$ cat src/rtl/matrix_op_seq.sv
// rtl/matrix_op_seq.sv - row-wise packed matrix add/sub sequencer
//
// Purpose: walks ROWS rows of the A/B source banks, feeds each row pair to an
// external registered ALU and writes the result row to the result bank.
// Each row takes four cycles: FETCH, ISSUE, EXEC, WRITE.
//
// Ports:
//   clk, rst          rising-edge clock, synchronous active-high reset
//   start, op         operation request (taken in IDLE), 0 = A-B, 1 = A+B
//   busy, done        operation in progress / one-cycle completion pulse
//   ovf_flag, halted  sticky ALU overflow / early stop on overflow
//   rd_addr, rd_a/b   source bank read port (data one cycle after address)
//   alu_m1/m2, alu_op registered ALU operands and operation
//   alu_out, alu_ovf  ALU result and overflow, one cycle after operands
//   wr_en/addr/data   result bank write port
//
// Build option: define OVF_HALT_EN to end the operation at the first row
// whose ALU result overflows; otherwise halted is tied low.

module matrix_op_seq #(
  parameter int ROWS  = 5,
  parameter int LANES = 5,
  parameter int EW    = 8,
  localparam int RW = LANES * EW,
  localparam int AW = (ROWS > 1) ? $clog2(ROWS) : 1
) (
  input  logic          clk,
  input  logic          rst,
  input  logic          start,
  input  logic          op,
  output logic          busy,
  output logic          done,
  output logic          ovf_flag,
  output logic          halted,
  output logic [AW-1:0] rd_addr,
  input  logic [RW-1:0] rd_a,
  input  logic [RW-1:0] rd_b,
  output logic [RW-1:0] alu_m1,
  output logic [RW-1:0] alu_m2,
  output logic          alu_op,
  input  logic [RW-1:0] alu_out,
  input  logic          alu_ovf,
  output logic          wr_en,
  output logic [AW-1:0] wr_addr,
  output logic [RW-1:0] wr_data
);

  typedef enum logic [2:0] {IDLE, FETCH, ISSUE, EXEC, WRITE, DONE} state_t;

  state_t        state_q, state_d;
  logic [AW-1:0] row_q, row_d;
  logic          op_q, op_d;
  logic          busy_q, busy_d;
  logic          done_q, done_d;
  logic          ovf_q, ovf_d;
  logic [RW-1:0] m1_q, m1_d;
  logic [RW-1:0] m2_q, m2_d;
  logic [AW-1:0] rd_addr_q, rd_addr_d;
  logic [AW-1:0] wr_addr_q, wr_addr_d;
  logic          wr_en_q, wr_en_d;
  logic          last_row;
  logic          stop_early;

  assign last_row = (row_q == AW'(ROWS - 1));

`ifdef OVF_HALT_EN
  logic halted_q, halted_d;
  assign stop_early = alu_ovf;
  assign halted     = halted_q;
`else
  assign stop_early = 1'b0;
  assign halted     = 1'b0;
`endif

  always_comb begin
    state_d   = state_q;
    row_d     = row_q;
    op_d      = op_q;
    busy_d    = busy_q;
    done_d    = 1'b0;
    ovf_d     = ovf_q;
    m1_d      = m1_q;
    m2_d      = m2_q;
    rd_addr_d = rd_addr_q;
    wr_addr_d = wr_addr_q;
    wr_en_d   = 1'b0;
`ifdef OVF_HALT_EN
    halted_d  = halted_q;
`endif
    case (state_q)
      IDLE: begin
        if (start) begin
          op_d      = op;
          row_d     = '0;
          ovf_d     = 1'b0;
          busy_d    = 1'b1;
          // Address is presented during FETCH so the bank samples it on the
          // edge leaving FETCH and the row is readable during ISSUE.
          rd_addr_d = '0;
`ifdef OVF_HALT_EN
          halted_d  = 1'b0;
`endif
          state_d   = FETCH;
        end
      end
      FETCH: state_d = ISSUE;
      ISSUE: begin
        m1_d    = rd_a;
        m2_d    = rd_b;
        state_d = EXEC;
      end
      EXEC: begin
        // Write strobe and address are registered so they line up with the
        // ALU result that becomes valid during WRITE.
        wr_en_d   = 1'b1;
        wr_addr_d = row_q;
        state_d   = WRITE;
      end
      WRITE: begin
        ovf_d = ovf_q | alu_ovf;
        if (last_row || stop_early) begin
          busy_d  = 1'b0;
          done_d  = 1'b1;
`ifdef OVF_HALT_EN
          halted_d = alu_ovf;
`endif
          state_d = DONE;
        end else begin
          row_d     = row_q + AW'(1);
          rd_addr_d = row_q + AW'(1);
          state_d   = FETCH;
        end
      end
      DONE: state_d = IDLE;
      default: state_d = IDLE;
    endcase
  end

  always_ff @(posedge clk) begin
    if (rst) begin
      state_q   <= IDLE;
      row_q     <= '0;
      op_q      <= 1'b0;
      busy_q    <= 1'b0;
      done_q    <= 1'b0;
      ovf_q     <= 1'b0;
      m1_q      <= '0;
      m2_q      <= '0;
      rd_addr_q <= '0;
      wr_addr_q <= '0;
      wr_en_q   <= 1'b0;
`ifdef OVF_HALT_EN
      halted_q  <= 1'b0;
`endif
    end else begin
      state_q   <= state_d;
      row_q     <= row_d;
      op_q      <= op_d;
      busy_q    <= busy_d;
      done_q    <= done_d;
      ovf_q     <= ovf_d;
      m1_q      <= m1_d;
      m2_q      <= m2_d;
      rd_addr_q <= rd_addr_d;
      wr_addr_q <= wr_addr_d;
      wr_en_q   <= wr_en_d;
`ifdef OVF_HALT_EN
      halted_q  <= halted_d;
`endif
    end
  end

  assign busy     = busy_q;
  assign done     = done_q;
  assign ovf_flag = ovf_q;
  assign rd_addr  = rd_addr_q;
  assign alu_m1   = m1_q;
  assign alu_m2   = m2_q;
  assign alu_op   = op_q;
  assign wr_en    = wr_en_q;
  assign wr_addr  = wr_addr_q;
  // ALU output is already registered; the write port takes it straight
  // through during WRITE.
  assign wr_data  = alu_out;

endmodule

$ cat config.mk
export PLATFORM = sky130hd
export DESIGN_NAME = matrix_op_seq
export DESIGN_NICKNAME = d
export VERILOG_FILES = /design/src/rtl/matrix_op_seq.sv
export SDC_FILE = /design/constraint.sdc
export NUM_CORES = 1
export LEC_CHECK = 0
export ABC_AREA = 1
export CORE_MARGIN = 2
export CORE_UTILIZATION = 35
export DETAILED_ROUTE_END_ITERATION = 6
export PLACE_DENSITY = 0.78
export RECOVER_POWER = 25
export SYNTH_ARGS = -nofsm -noshare
export SYNTH_HDL_FRONTEND = slang
export SYNTH_SLANG_ARGS = --single-unit
$ cat constraint.sdc
create_clock -name clk -period 1.5 [get_ports clk]
set_clock_uncertainty 0.15 [all_clocks]
set_input_delay 0.15 -clock clk [delete_from_list [all_inputs] [get_ports clk]]
set_output_delay 0.15 -clock clk [all_outputs]
set_load 0.01 [all_outputs]
### Word-level counts from Yosys, hierarchy flattened

Index checks and enable logic that the tools add are counted.

* register bits: 94
* input port bits: 125
* output and inout port bits: 132
* logic and storage cells: 41

* add/subtract/negate cells: 1
* equality and inequality tests: 8
* muxes and demuxes: 13
* bitwise logic cells: 2
* reduce and logical (&&, ||, !) cells: 7

Operator list (number)
* case mux 3 bit (5 select lines): 1
* two-way mux 3 bit: 4
* equality test 3 x 2 -> 1 bit, second input constant: 2
* equality test 3 bit, second input constant: 2
* inequality test 2 bit, second input constant: 3
* case mux 3 bit (2 select lines): 1
* AND reduction 3 bit: 2
* two-way mux 1 bit: 5
* case mux 1 bit (2 select lines): 2
* AND reduction 2 bit: 2
* adder 3 x 1 -> 3 bit, second input constant: 1
* equality test 3 x 1 -> 1 bit, second input constant: 1
* zero test 3 bit: 1
* nonzero test 2 bit: 1
* OR reduction 2 bit: 1
* inverter 1 bit: 1
* bitwise OR 1 bit: 1

### Logic depth before layout (Yosys ltp)

* depth in word-level cells: 3
* gate-level depth with buffers: 7
* gate-level depth less buffers: 7

### Least setup slack after synthesis

Ideal clock, no wire load.

* path type: reg-to-reg
* start: reg rd_addr[0] (netlist name)
* end: reg rd_addr_q[2], in the netlist rd_addr[2]
* library setup time: 0.070 ns
* arrival: 1.096 ns
* required time: 1.280 ns
* setup slack: 0.184 ns
* stages on the path, launching flop included: 8
* buffers on the path: 0
* period minus slack after synthesis: 1.316 ns
* cell sequence: dfxtp_1 > inv_1 > ha_1 > nand2_1 > nand3_2 > nand2_1 > nand2_1 > a21oi_1

RTL lines
* end signal, assigned: RTL line 164 `rd_addr_q <= rd_addr_d;`
* end, declared: RTL line 58 `logic [AW-1:0] rd_addr_q, rd_addr_d;`

==> metrics.txt <==
status=finished clean; final worst path period share=89.2%; Final min period=1.34 ns; Max VDD drop=approximately 630 uV; crit path kind=reg -> reg; Filler Cell Count=1,017; DP Area=5270 um2; crit-path max cell delay=~0.36 ns; Post-Route Setup TNS=0 ns; worst reg2reg path depth=7; Max Cap Viol=0; largest net degree at the start of global routing=48; synthesis-to-finish area growth=43.2%; Vias=~3,400; Design Area, Final=approximately 5300 um2; hold wc startpoint=alu_out[17]; met3 usage=4.06%; first-pass GRT wire length=~16,000 um; Post-Route WL=between 9000 and 10,000 um; IO Pins=257; hold depth=0; Post-CTS Hold Buffers=0; Fin. Hold Viols=0; hold endpoint=wr_data[17]; critical path's slowest cell=dfxtp_2; number of synthesized register bits=between 90 and 100; Setup-failing EPs final=0; DRC violations left=0; Sw Pwr=1.81 mW; Non-Filler Instances=733; Peak Freq=747 MHz; Root Buffer=clkbuf_8; post-DR vias/cell=4.59; clock share of power=25.6%; diode count=0; clk slew on worst S/H paths=0.10 ns; setup slack after layout=0.162 ns; synthesized area=roughly 3700 um2; IO buf count=between 150 and 200; Worst-Skew Late Latency=0.35 ns; synth warn=0; Mapped Avg Cell Area=8.10 um2; GR Util met1=19.1%; P_leak=2.41 nW; Syn Inst Count=around 460; GR Util All Layers=17.1%; grt met2 use=a little under a third; register share of total power=49.3%; Worst Setup Start Kind=flip-flop; TritonCTS Buffers=9; Critical R2R Launch=rd_addr[0]; Hold Crit Class=in -> out; Core Region=10,300 um2; CTS Buffer Depth=2; H-tree Lvls=3; dpl ws=approximately 0.11 ns; ANT nets after route=0; Sink Count=94; Final nets=719; Worst path most repeated cell=nand2_1; cells along the critical path=inv_1, ha_1, nand2_1, nand3_2, nand2_2, nand2_1, a21oi_1; logic gate share of total power=25.1%; Req. time, crit path=1.63 ns; Slew Viols, Final=0; crit end category=flip-flop; initial antenna violation count=0; Internal=4.15 mW; syn nets=588; gr busiest metal=met2; GP Congestion=0.799; post-placement cell count=between 700 and 800; R2R Path End=rd_addr[1]; Crit path arrival time=roughly 1.5 ns; WL/cell=13.5 um; router iterations before antenna repair=4; Sw Share=30.3%; Initial Util=36.2%; # rows=37; post-detail-place hpwl=7340 um; FF+latch area=1890 um2; unrepaired setup endpoints after global routing=no; Max FO, Critical Path=4; vias in the first global route=3,294; pwr dens=1110 nW/um2; layout cells sized above 1=6.53%; sequential share of the synthesized area=50.4%; Chip Width=107 um; full die area=11,500 um2; flop-to-flop setup slack=0.16 ns; grt ovf=0; CTS tree=yes; starting DRC count in detailed routing=170; multi-input gate area in the final layout=1280 um2; Yosys cell types=27; DIE HEIGHT=107 um
worst max-delay path: cells and delay by family (launching register included):
| kind | cells | cell delay (ns) |
|---|---|---|
| buffers and inverters | 1 | 0.07 |
| AOI/OAI and AO/OA | 1 | 0.11 |
| and+or+nand+nor | 4 | 0.36 |
| DFF | 1 | 0.36 |
| adders and majority gates | 1 | 0.21 |
stage by stage:
stage          hold WS (ns)  power [mW]  util (%)
5_1_grt               0.150        6.32      51.8
6_report              0.150        5.96      51.8
3_5_place_dp          0.150        4.70      51.1
2_1_floorplan        0.0691        3.91         -
3_3_place_gp          0.150        4.64      51.1
4_1_cts               0.150        6.04      51.7
power groups by stage:
stage	logic (mW)	clock network [mW]	registers [mW]
after floorplan	0.782	0	3.12
after global placement	1.65	0	2.99
after detailed placement	1.70	0	3.00
after CTS	1.51	1.59	2.94
after global routing	1.66	1.68	2.97
final	1.49	1.53	2.94
cell usage in the layout, fill, tap and decap left out, drive strengths merged, types with 2 or more instances in the layout:
master / instances
nand2: 14
clkinv: 4
dfxtp: 94
dlygate4sd2: 91
nor2: 167
buf: 12
nand3: 6
o21ai: 84
inv: 13
clkbuf: 11
clkdlybuf4s50: 84
ha: 2
a21oi: 10
repair_timing:
action / 4_1_cts / 5_1_grt
setup endpoints to repair: 91 / 4
gates resized for setup: 92 / 5
buffers inserted: 0 / 0
worst max-delay path by stage:
stage	slack (ns)	startpoint	to
floorplan	0.18	rd_addr[0]	rd_addr[2]
global placement	0.15	rst	wr_addr[0]
detailed placement	0.11	state_q[0]	alu_m2[34]
CTS	0.08	state_q[0]	alu_m2[34]
global route	0.007	rd_addr[0]	rd_addr[1]
finish	0.16	rd_addr[0]	rd_addr[1]
cell families (layout without fill, tap and decap cells):
kind of cell,after synthesis,in the layout,synth area share (%)
AO/OA/AOI/OAI,95,95,12.8
adder cells (fa/ha/maj),2,2,0.670
buffers and inverters,79,215,15.4
flip-flops,94,94,50.4
other,1,1,0.100
AND/OR/NAND/NOR,190,190,20.6
registers in the layout, indices dropped and copies added (netlist names):
name / flops
alu_m1: 40
alu_m2: 40
alu_op: 1
busy: 1
done: 1
ovf_flag: 1
rd_addr: 3
state_q: 3
wr_addr: 3
wr_en: 1
layer usage:
metal  vias to the layer above  part of all wire [%]
li1                       1684                     -
met1                      1542                    40
met2                       110                    51
met3                        31                   6.3
met4                         0                   2.6
met5                         -                     0
cell usage after synthesis:
master / n / share of area [%]
nand3b_1: 1 / 0.20
nand3_1: 4 / 0.54
inv_8: 1 / 0.30
buf_4: 41 / 8.2
o211ai_1: 1 / 0.20
nand3_2: 1 / 0.27
dfxtp_1: 94 / 50
inv_2: 1 / 0.10
nand4_1: 1 / 0.17
o21ai_0: 69 / 9.2
clkbuf_1: 7 / 0.70
nor2_1: 164 / 16
buf_6: 2 / 0.60
nand2_1: 13 / 1.3
nand3_4: 1 / 0.47
conb_1: 1 / 0.10
nand2_4: 1 / 0.30
o21ai_1: 15 / 2.0
a21oi_1: 10 / 1.3
nor3_1: 1 / 0.13
nor2_2: 1 / 0.17
buf_8: 8 / 3.2
ha_1: 2 / 0.67
buf_2: 2 / 0.27
inv_1: 10 / 1.0
nor2_4: 2 / 0.60
clkbuf_2: 7 / 0.94
area by class of cell:
type	instances	area share [%]
inverter	12	1.08
sequential	94	35.3
timing repair buffer	187	33.2
tap	136	3.18
clock buffer	11	2.46
multi-input combinational	288	23.9
clock inverter	5	0.819
(Power assumes the default switching activity.)
